File: src/rtl/cpu_multicycle_control_pkg.sv
// Shared encodings for the multicycle RV32I control path: FSM states, ALU codes,
// opcodes, datapath select encodings and immediate formats.
package cpu_multicycle_control_pkg;

  typedef enum logic [4:0] {
    S_RESET, S_FETCH, S_DECODE, S_MEMADR, S_MEMRD, S_MEMWB, S_MEMWR,
    S_EXEC_R, S_EXEC_I, S_ALUWB, S_BRANCH, S_JAL, S_JALR_ADR, S_JALR_JMP,
    S_LUI, S_AUIPC, S_HALT, S_TRAP
  } state_t;

  typedef enum logic [1:0] {
    ALU_OP_ADD, ALU_OP_BRANCH, ALU_OP_FUNCT
  } alu_op_t;

  localparam logic [3:0] ALU_ADD  = 4'd0;
  localparam logic [3:0] ALU_SUB  = 4'd1;
  localparam logic [3:0] ALU_AND  = 4'd2;
  localparam logic [3:0] ALU_OR   = 4'd3;
  localparam logic [3:0] ALU_XOR  = 4'd4;
  localparam logic [3:0] ALU_SLT  = 4'd5;
  localparam logic [3:0] ALU_SLTU = 4'd6;
  localparam logic [3:0] ALU_SLL  = 4'd7;
  localparam logic [3:0] ALU_SRL  = 4'd8;
  localparam logic [3:0] ALU_SRA  = 4'd9;

  localparam logic [6:0] OP_LOAD   = 7'b0000011;
  localparam logic [6:0] OP_STORE  = 7'b0100011;
  localparam logic [6:0] OP_R      = 7'b0110011;
  localparam logic [6:0] OP_I      = 7'b0010011;
  localparam logic [6:0] OP_BRANCH = 7'b1100011;
  localparam logic [6:0] OP_JAL    = 7'b1101111;
  localparam logic [6:0] OP_JALR   = 7'b1100111;
  localparam logic [6:0] OP_LUI    = 7'b0110111;
  localparam logic [6:0] OP_AUIPC  = 7'b0010111;
  localparam logic [6:0] OP_FENCE  = 7'b0001111;
  localparam logic [6:0] OP_SYSTEM = 7'b1110011;

  localparam logic [1:0] SRC_A_PC     = 2'b00;
  localparam logic [1:0] SRC_A_OLD_PC = 2'b01;
  localparam logic [1:0] SRC_A_RS1    = 2'b10;
  localparam logic [1:0] SRC_A_ZERO   = 2'b11;

  localparam logic [1:0] SRC_B_RS2    = 2'b00;
  localparam logic [1:0] SRC_B_IMM    = 2'b01;
  localparam logic [1:0] SRC_B_FOUR   = 2'b10;

  localparam logic [1:0] RES_ALUOUT   = 2'b00;
  localparam logic [1:0] RES_MEM      = 2'b01;
  localparam logic [1:0] RES_ALU      = 2'b10;

  localparam logic [2:0] IMM_SRC_I    = 3'd0;
  localparam logic [2:0] IMM_SRC_S    = 3'd1;
  localparam logic [2:0] IMM_SRC_B    = 3'd2;
  localparam logic [2:0] IMM_SRC_U    = 3'd3;
  localparam logic [2:0] IMM_SRC_J    = 3'd4;

endpackage

File: src/rtl/cpu_multicycle_control_alu_decoder.sv
// Maps the FSM's coarse ALU request plus funct fields to a concrete ALU code.
module cpu_alu_decoder
  import cpu_multicycle_control_pkg::*;
(
  input  logic [2:0] funct3,
  input  logic       funct7_5,
  input  logic       is_rtype,
  input  alu_op_t    alu_op,
  output logic [3:0] alu_control
);

  always_comb begin
    alu_control = ALU_ADD;
    case (alu_op)
      ALU_OP_BRANCH: begin
        if (!funct3[2])     alu_control = ALU_SUB;
        else if (funct3[1]) alu_control = ALU_SLTU;
        else                alu_control = ALU_SLT;
      end
      ALU_OP_FUNCT: begin
        case (funct3)
          // funct7_5 is part of the immediate for addi, so SUB is R-type only
          3'b000:  alu_control = (is_rtype && funct7_5) ? ALU_SUB : ALU_ADD;
          3'b001:  alu_control = ALU_SLL;
          3'b010:  alu_control = ALU_SLT;
          3'b011:  alu_control = ALU_SLTU;
          3'b100:  alu_control = ALU_XOR;
          3'b101:  alu_control = funct7_5 ? ALU_SRA : ALU_SRL;
          3'b110:  alu_control = ALU_OR;
          default: alu_control = ALU_AND;
        endcase
      end
      default: alu_control = ALU_ADD;
    endcase
  end

endmodule

File: src/rtl/cpu_multicycle_control.sv
// Control FSM for a shared-ALU, shared-memory multicycle RV32I datapath.
module cpu_multicycle_control
  import cpu_multicycle_control_pkg::*;
#(
  parameter int unsigned RESET_PC_WAIT = 1
) (
  input  logic       clk,
  input  logic       rst_n,
  input  logic [6:0] op,
  input  logic [2:0] funct3,
  input  logic       funct7_5,
  input  logic       zero,
  input  logic       mem_ready,
  output logic       mem_req,
  output logic       mem_write,
  output logic       adr_src,
  output logic       ir_write,
  output logic       pc_write,
  output logic       reg_write,
  output logic [1:0] alu_src_a,
  output logic [1:0] alu_src_b,
  output logic [3:0] alu_control,
  output logic [1:0] result_src,
  output logic [2:0] imm_src,
  output logic       halted,
  output logic       illegal
);

  localparam logic [3:0] WAIT_LAST = 4'(RESET_PC_WAIT - 1);

  state_t     state, state_next;
  logic [3:0] wait_cnt;
  alu_op_t    alu_op;
  logic       is_rtype;
  logic       branch_bad;
  logic       branch_take;

  assign branch_bad  = (funct3[2:1] == 2'b01);
  assign branch_take = (funct3[2] ? ~zero : zero) ^ funct3[0];

  always_ff @(posedge clk or negedge rst_n) begin
    if (!rst_n) begin
      state    <= S_RESET;
      wait_cnt <= '0;
    end else begin
      state    <= state_next;
      wait_cnt <= (state == S_RESET && state_next == S_RESET) ? wait_cnt + 4'd1 : '0;
    end
  end

  always_comb begin
    state_next = state;
    case (state)
      S_RESET:  state_next = (wait_cnt == WAIT_LAST) ? S_FETCH : S_RESET;
      S_FETCH:  state_next = mem_ready ? S_DECODE : S_FETCH;
      S_DECODE: begin
        case (op)
          OP_LOAD, OP_STORE: state_next = S_MEMADR;
          OP_R:              state_next = S_EXEC_R;
          OP_I:              state_next = S_EXEC_I;
          OP_BRANCH:         state_next = S_BRANCH;
          OP_JAL:            state_next = S_JAL;
          OP_JALR:           state_next = S_JALR_ADR;
          OP_LUI:            state_next = S_LUI;
          OP_AUIPC:          state_next = S_AUIPC;
          OP_FENCE:          state_next = S_FETCH;
          OP_SYSTEM:         state_next = S_HALT;
          default:           state_next = S_TRAP;
        endcase
      end
      S_MEMADR:   state_next = (op == OP_LOAD) ? S_MEMRD : S_MEMWR;
      S_MEMRD:    state_next = mem_ready ? S_MEMWB : S_MEMRD;
      S_MEMWB:    state_next = S_FETCH;
      S_MEMWR:    state_next = mem_ready ? S_FETCH : S_MEMWR;
      S_EXEC_R:   state_next = S_ALUWB;
      S_EXEC_I:   state_next = S_ALUWB;
      S_ALUWB:    state_next = S_FETCH;
      S_BRANCH:   state_next = branch_bad ? S_TRAP : S_FETCH;
      S_JAL:      state_next = S_ALUWB;
      S_JALR_ADR: state_next = S_JALR_JMP;
      S_JALR_JMP: state_next = S_ALUWB;
      S_LUI:      state_next = S_ALUWB;
      S_AUIPC:    state_next = S_ALUWB;
      S_HALT:     state_next = S_HALT;
      S_TRAP:     state_next = S_TRAP;
      default:    state_next = S_TRAP;
    endcase
  end

  always_comb begin
    mem_req    = 1'b0;
    mem_write  = 1'b0;
    adr_src    = 1'b0;
    ir_write   = 1'b0;
    pc_write   = 1'b0;
    reg_write  = 1'b0;
    alu_src_a  = SRC_A_PC;
    alu_src_b  = SRC_B_RS2;
    result_src = RES_ALUOUT;
    imm_src    = IMM_SRC_I;
    halted     = 1'b0;
    illegal    = 1'b0;
    alu_op     = ALU_OP_ADD;
    is_rtype   = 1'b0;
    case (state)
      S_FETCH: begin
        mem_req    = 1'b1;
        alu_src_b  = SRC_B_FOUR;
        result_src = RES_ALU;
        ir_write   = mem_ready;
        pc_write   = mem_ready;
      end
      S_DECODE: begin
        alu_src_a = SRC_A_OLD_PC;
        alu_src_b = SRC_B_IMM;
        if (op == OP_BRANCH)   imm_src = IMM_SRC_B;
        else if (op == OP_JAL) imm_src = IMM_SRC_J;
      end
      S_MEMADR: begin
        alu_src_a = SRC_A_RS1;
        alu_src_b = SRC_B_IMM;
        imm_src   = (op == OP_LOAD) ? IMM_SRC_I : IMM_SRC_S;
      end
      S_MEMRD: begin
        mem_req = 1'b1;
        adr_src = 1'b1;
      end
      S_MEMWB: begin
        result_src = RES_MEM;
        reg_write  = 1'b1;
      end
      S_MEMWR: begin
        mem_req   = 1'b1;
        mem_write = 1'b1;
        adr_src   = 1'b1;
      end
      S_EXEC_R: begin
        alu_src_a = SRC_A_RS1;
        alu_op    = ALU_OP_FUNCT;
        is_rtype  = 1'b1;
      end
      S_EXEC_I: begin
        alu_src_a = SRC_A_RS1;
        alu_src_b = SRC_B_IMM;
        alu_op    = ALU_OP_FUNCT;
      end
      S_ALUWB: reg_write = 1'b1;
      S_BRANCH: begin
        alu_src_a = SRC_A_RS1;
        alu_op    = ALU_OP_BRANCH;
        pc_write  = branch_take && !branch_bad;
      end
      S_JAL, S_JALR_JMP: begin
        pc_write  = 1'b1;
        alu_src_a = SRC_A_OLD_PC;
        alu_src_b = SRC_B_FOUR;
      end
      S_JALR_ADR: begin
        alu_src_a = SRC_A_RS1;
        alu_src_b = SRC_B_IMM;
      end
      S_LUI: begin
        alu_src_a = SRC_A_ZERO;
        alu_src_b = SRC_B_IMM;
        imm_src   = IMM_SRC_U;
      end
      S_AUIPC: begin
        alu_src_a = SRC_A_OLD_PC;
        alu_src_b = SRC_B_IMM;
        imm_src   = IMM_SRC_U;
      end
      S_HALT:  halted  = 1'b1;
      S_TRAP:  illegal = 1'b1;
      default: ;
    endcase
  end

  cpu_alu_decoder u_alu_decoder (
    .funct3      (funct3),
    .funct7_5    (funct7_5),
    .is_rtype    (is_rtype),
    .alu_op      (alu_op),
    .alu_control (alu_control)
  );

endmodule

File: config.mk
export PLATFORM = sky130hd
export DESIGN_NAME = cpu_multicycle_control
export DESIGN_NICKNAME = d
export VERILOG_FILES = /design/src/rtl/cpu_multicycle_control_pkg.sv /design/src/rtl/cpu_multicycle_control_alu_decoder.sv /design/src/rtl/cpu_multicycle_control.sv
export SDC_FILE = /design/constraint.sdc
export NUM_CORES = 1
export LEC_CHECK = 0
export ABC_AREA = 1
export BUFFER_PORTS_ARGS = -buffer_cell sky130_fd_sc_hd__buf_2
export CORE_ASPECT_RATIO = 0.9
export CORE_UTILIZATION = 54
export CTS_CLUSTER_DIAMETER = 120
export DETAILED_ROUTE_END_ITERATION = 10
export PLACE_DENSITY = 0.84
export SYNTH_ARGS = -nofsm -noshare
export SYNTH_HDL_FRONTEND = slang
export SYNTH_HIERARCHICAL = 1
export SYNTH_SLANG_ARGS = --single-unit
File: constraint.sdc
create_clock -name clk -period 3.5 [get_ports clk]
set_clock_uncertainty 0.1 [all_clocks]
set_input_delay 0.525 -clock clk [delete_from_list [all_inputs] [get_ports clk]]
set_output_delay 0.525 -clock clk [all_outputs]
set_load 0.05 [all_outputs]
==> results of run 1 <==
## kinds of logic after synthesis
| family | Yosys count | synth area share, % |
|---|---|---|
| XOR/XNOR | 3 | 2.40 |
| adder cells (fa/ha/maj) | 4 | 4.57 |
| AO/OA/AOI/OAI | 20 | 11.5 |
| AND/OR/NAND/NOR | 116 | 47.6 |
| flip-flops | 9 | 20.5 |
| buffers and inverters | 39 | 13.4 |
## flip-flops by register name, summed over array words and instances (netlist names)
register / cells
state: 5
wait_cnt: 4
## cells in the mapped netlist
library cell / count / area share (%)
nand2_1: 47 / 16
nor2_1: 35 / 12
inv_1: 28 / 9.6
nand3_1: 16 / 7.3
inv_2: 10 / 3.4
dfrtp_1: 9 / 21
o21ai_0: 6 / 2.7
a21oi_1: 5 / 2.3
ha_1: 4 / 4.6
nand4_1: 4 / 2.3
nor2_2: 4 / 2.3
nand3_2: 3 / 2.7
nand2_2: 2 / 1.1
o211ai_1: 2 / 1.4
xor2_1: 2 / 1.6
a21oi_2: 1 / 0.80
a221oi_1: 1 / 0.80
a22oi_1: 1 / 0.69
a41o_1: 1 / 0.91
clkinv_1: 1 / 0.34
nand3b_1: 1 / 0.69
nand3b_2: 1 / 1.0
nor2_4: 1 / 1.0
nor3_1: 1 / 0.46
nor4_1: 1 / 0.57
o2111ai_1: 1 / 0.80
o21ai_1: 1 / 0.46
o21bai_1: 1 / 0.69
xnor2_1: 1 / 0.80
## worst max-delay path, stage by stage, from the launching register on
cell and delay (ns):
dfrtp_1 0.37, inv_2 0.12, nand2_1 0.14, inv_2 0.09, nand2_1 0.07, nor2_1 0.24
inv_1 0.08, ha_1 0.35, a221oi_1 0.21, buf_2 0.30
## per-layer routing
| layer | GRT usage [%] | vias to the layer above | part of all wire [%] |
|---|---|---|---|
| met5 | 0 | - | 0 |
| met1 | 35.9 | 607 | 46 |
| li1 | - | 688 | - |
| met2 | 46.8 | 42 | 49 |
| met4 | 4.00 | 0 | 0.28 |
| met3 | 3.03 | 2 | 4.6 |
## power by group through the flow
stage                     Clock (mW)  Combinational (mW)  Sequential (mW)
after floorplan                    0              0.0162            0.106
after global placement             0              0.0333            0.106
after detailed placement           0              0.0351            0.106
after CTS                     0.0794              0.0352            0.104
after global routing          0.0860              0.0409            0.104
final                         0.0761              0.0356            0.104
## final cells by class
cell class | instances | area (um^2) | share of cell area [%]
well taps | 25 | 31.3 | 2.35
repair buffers | 35 | 175 | 13.2
inverters | 39 | 146 | 11.0
clock buffers | 4 | 26.3 | 1.98
multi-input cells | 143 | 724 | 54.5
flip-flops and latches | 9 | 225 | 16.9
## per-stage QoR
step	util [%]	instance area (um^2)	std cells
floorplan	-	1100	191
global placement	68.0	1300	251
detailed placement	68.0	1300	251
CTS	69.4	1330	255
global route	69.4	1330	255
finish	69.4	1330	255
## how the worst min path moves through the flow
| stage | start | endpoint |
|---|---|---|
| 2_1_floorplan | rst_n | state[0] |
| 3_3_place_gp | rst_n | state[4] |
| 3_5_place_dp | rst_n | state[3] |
| 4_1_cts | rst_n | state[1] |
| 5_1_grt | rst_n | state[3] |
| 6_report | rst_n | state[1] |
==> flow_summary.json, run 1 <==
{
  "ant_nets": 0,
  "internal_power_uw": 160,
  "dr.pass1.iters": 4,
  "p_total_uw": 216,
  "end_kind": "output pin",
  "drv_cap": 0,
  "slew_violations": 0,
  "p_per_area_nw_per_um2": 162,
  "min_period_ns": 2.85,
  "crit_required_ns": 2.87,
  "worst_pin_slew_ns": 0.376,
  "clkPwrFrac_pct": 35.3,
  "coreArea_um2": 1910,
  "pin_count": 36,
  "worst_r2r_endpoint": "wait_cnt[1]",
  "p_comb_share_pct": 16.5,
  "setup_slack_ns": 0.649,
  "syn-num-nets": 210,
  "gr-total-overflow": 0,
  "hold_path_class": "in -> async",
  "num_rows": 15,
  "gp_congestion": 0.942,
  "dieArea_um2": 2210,
  "slew_headroom_pct": 74.8,
  "htree_levels": 1,
  "yosysUniqueCellTypes": 29,
  "fp.dieH_um": 44.7,
  "detail_route.drc_violations": 0,
  "cts_hold_buf": 0,
  "crit_fanout": 7,
  "fillerInstances": 185,
  "setup_violations": 0,
  "postSynthCellCount": 191,
  "final_common_cell": "nand2_1",
  "cts_root_buffer": "clkbuf_4",
  "finalHoldViolCount": 0,
  "clk_latency_ns": 0.25,
  "vias": 1339,
  "clock_sinks": 9,
  "initial_core_util_pct": 57.3,
  "power_leakage_nw": 0.775,
  "synthesis.area_um2": 1100,
  "antenna_found_initial": 0,
  "setup-tns-final_ns": 0,
  "yosysWarnings": 6,
  "layout_worst_path_cycle_share_pct": 81.5,
  "post_cts_buffers": 0,
  "mostFrequentLayoutCells": "nand2_1, nor2_1, buf_2",
  "cp-start-kind": "flip-flop",
  "io_buffers": 35,
  "diodes": 0,
  "drt-total-wl_um": 2840,
  "worst_ir_drop_vdd_uv": 229,
  "synth_seq_cells": 9,
  "pwr-share-seq_pct": 48.2,
  "clk_pin_slew_ns": 0.06,
  "hpwlAfterDp_um": 2360,
  "cts_tree": "yes",
  "grt_pass1_vias": 1136,
  "status": "completed",
  "grt_pass1_wl_um": 4570,
  "worstPathArrival_ns": 2.23,
  "critPathLaunch": "state[4]",
  "syn_avg_cell_area_um2": 5.74,
  "rsz0062_at_grt": "no",
  "crit_type": "reg -> out",
  "cts-buffers-inserted": 3,
  "layout.nets": 250,
  "p_sw_share_pct": 25.9,
  "drt_iter0_markers": 37,
  "r2r_cells": 11,
  "wire_per_inst_um": 11.2,
  "vias_per_cell": 5.25,
  "r2r_start": "state[3]",
  "preCtsSetupSlack_ns": 0.955,
  "cts_resized": 0,
  "grt_max_degree": 12,
  "endpoint": "alu_control[1]",
  "ys_seq_area_share_pct": 20.5,
  "clockBufferDepth": 2,
  "r2r_setup_slack_ns": 1.71,
  "syn_to_final_growth_pct": 21.2,
  "max_freq_mhz": 351,
  "p_sw_uw": 55.8,
  "grtUsageTotal_pct": 26.4,
  "dieWidth_um": 49.5,
  "holdWs_ns": 0.00706,
  "drive_above_1_share_pct": 26.1
}
No activity file was read; power rests on OpenSTA's default activity.
==> inputs of run 2 (changes only) <==
- ABC_AREA: 1 -> 0
- CORE_UTILIZATION: 54 -> 46
- PLACE_DENSITY: 0.84 -> 0.76
- clock period: 3.5 -> 2.4 ns (I/O delays scaled with it)
==> flow_summary.json, run 2 <==
{
  "worst_pin_slew_ns": 0.342,
  "synth.most_common_cell": "nor2_1",
  "top_register": "state",
  "crit_fanout": 4,
  "cts_tree": "yes",
  "yosysWarnings": 6,
  "wire_per_inst_um": 14.7,
  "ys_seq_area_share_pct": 19.2,
  "detail_route.drc_violations": 0,
  "synth_top_family_by_area": "simple AND/OR/NAND/NOR gates",
  "synth_top_cells_by_area": "dfrtp_1, nor2_1, ha_1",
  "max_freq_mhz": 403,
  "rsz0062_at_grt": "yes",
  "ant_nets": 0,
  "synth.cells.most_frequent": "nor2_1, nand2_1, dfrtp_1, a21oi_1, inv_1",
  "yosysUniqueCellTypes": 46,
  "setup-tns-final_ns": -0.193,
  "synthesis.area_um2": 1170,
  "clk_pin_slew_ns": 0.06,
  "layout.nets": 229,
  "finalHoldViolCount": 0,
  "gp_congestion": 0.882,
  "worstPathCellList": "nand2b_4 -> o31a_1 -> nor2_2 -> ha_4 -> buf_4 -> a32oi_1 -> nor2_1 -> buf_6",
  "layout_worst_path_cycle_share_pct": 103,
  "htree_levels": 1,
  "fillerInstances": 183,
  "p_total_uw": 521,
  "postSynthCellCount": 162,
  "synth_top_area_share_pct": 19.2,
  "status": "complete, but fails checks",
  "coreArea_um2": 2280,
  "cp-start-kind": "flip-flop",
  "syn_avg_cell_area_um2": 7.25,
  "vias": 1410,
  "grt_pass1_vias": 1312,
  "p_per_area_nw_per_um2": 321,
  "min_period_ns": 2.48,
  "final_common_cell": "buf_2",
  "antenna_found_initial": 0,
  "clockBufferDepth": 2,
  "gr-total-overflow": 0,
  "num_rows": 16,
  "drive_above_1_share_pct": 39.7,
  "synthAdderAreaFrac_pct": 5.11,
  "synth_compound_area_share_pct": 23.2,
  "vias_per_cell": 5.97,
  "synthFlopType": "dfrtp_1",
  "ys_async_sr_fraction_pct": 100,
  "yosys.area_share.simple_pct": 39.1,
  "crit_type": "reg -> out",
  "setup_violations": 4,
  "drv_cap": 0,
  "initial_core_util_pct": 51.5,
  "synth_seq_cells": 9,
  "fp.dieH_um": 49.9,
  "hpwlAfterDp_um": 2460,
  "worstPathArrival_ns": 2.02,
  "grt_max_degree": 13,
  "io_buffers": 35,
  "grt_pass1_wl_um": 5810,
  "grtUsageTotal_pct": 26.1,
  "slew_headroom_pct": 77.0,
  "mostFrequentLayoutCells": "buf_2, nor2_1, buf_4",
  "top_regs": "state: 5 flops, wait_cnt: 4 flops",
  "slew_violations": 0,
  "clk_latency_ns": 0.26,
  "clock_sinks": 9,
  "cts_root_buffer": "clkbuf_4",
  "setup_slack_ns": -0.0802,
  "synthMuxAreaShare_pct": 0,
  "cts-buffers-inserted": 3,
  "multi_input_area_um2": 941,
  "synth_xor_area_share_pct": 4.47,
  "drt-total-wl_um": 3470,
  "hold_path_class": "in -> reg",
  "largest_register_ffs": 5,
  "dieArea_um2": 2760,
  "worst_ir_drop_vdd_uv": 230,
  "syn_to_final_growth_pct": 38.1,
  "pin_count": 36,
  "diodes": 0,
  "register_area_um2": 228,
  "dieWidth_um": 55.3,
  "power_leakage_nw": 0.721,
  "synth_edf_count": 0,
  "cpPeakStageDelay_ns": 0.41,
  "drt_iter0_markers": 55,
  "end_kind": "output pin",
  "crit_required_ns": 1.94,
  "dr.pass1.iters": 5,
  "yosys.area.top_type": "dfrtp_1",
  "slowest_stage": "dfrtp_1",
  "syn-num-nets": 181,
  "violations": "negative setup slack"
}
==> run 2: area by class of cell <==
cell class,count,area share (%)
Timing Repair Buffer,55,22.4
Multi-Input combinational cell,133,58.0
Inverter,8,1.85
Sequential cell,9,14.0
Clock buffer,4,1.62
Tap cell,27,2.08
==> run 2: per-stage QoR <==
| step | hold WS, ns | area (um^2) | instances | setup slack, ns | util, % |
|---|---|---|---|---|---|
| final | 0.355 | 1620 | 236 | -0.0802 | 71.1 |
| after global routing | 0.366 | 1620 | 236 | -0.164 | 71.1 |
| after CTS | 0.343 | 1560 | 234 | -0.00809 | 68.5 |
| after detailed placement | 0.121 | 1430 | 224 | 0.0599 | 62.7 |
| after global placement | 0.113 | 1430 | 224 | 0.134 | 62.7 |
| after floorplan | -0.0356 | 1210 | 162 | -0.103 | - |
==> run 2: cells by family (layout without fill, tap and decap cells) <==
logic type / count (synthesis) / after routing
flops: 9 / 9
simple gates: 83 / 83
compound gates: 39 / 39
buf+inv: 20 / 67
fa+ha+maj: 5 / 5
xor+xnor: 6 / 6
==> run 2: what timing repair did <==
item | in CTS | in global routing
endpoints found under the setup margin | 4 | 7
hold buffers | 1 | 0
endpoints found under the hold margin | 9 | 0
setup buffers | 5 | 2
cloned | 0 | 0
pin swaps | 2 | 4
gates resized for setup | 16 | 16
==> run 2: worst max-delay path: cells and delay by family, from the launching register on <==
kind,cells,cell delay (ns)
AOI/OAI and AO/OA,2,0.33
adders and majority gates,1,0.20
buffers and inverters,2,0.30
DFF,1,0.41
and+or+nand+nor,3,0.53
==> run 2: metal layers <==
layer  up-vias  wire length (um)  share of wire (%)  track usage, %
met3         6               243                7.0            3.41
met4         0                62                1.8            9.58
met2        70              1660                 48            44.8
met5         -                 0                  0               0
met1       661              1500                 43            33.5
li1        673                 -                  -               -
==> run 2: final timing paths <==
path,to,cells past startpoint,from,slack [ns]
setup / recovery,alu_control[0],8,state[2],-0.08
hold / removal,state[4],3,op[4],0.35
setup reg to reg,state[4],7,state[2],0.57
hold reg to reg,wait_cnt[0],1,wait_cnt[0],0.40
max in group asynchronous,state[1],2,rst_n,1.65
min in group asynchronous,wait_cnt[2],2,rst_n,0.36
==> run 2: where the power goes <==
group	internal, mW	leakage (nW)	total (mW)	switching [mW]
sequential	0.159	0.114	0.169	0.0100
clock	0.0642	0.0150	0.120	0.0556
combinational	0.0727	0.592	0.232	0.159
total	0.296	0.721	0.521	0.225
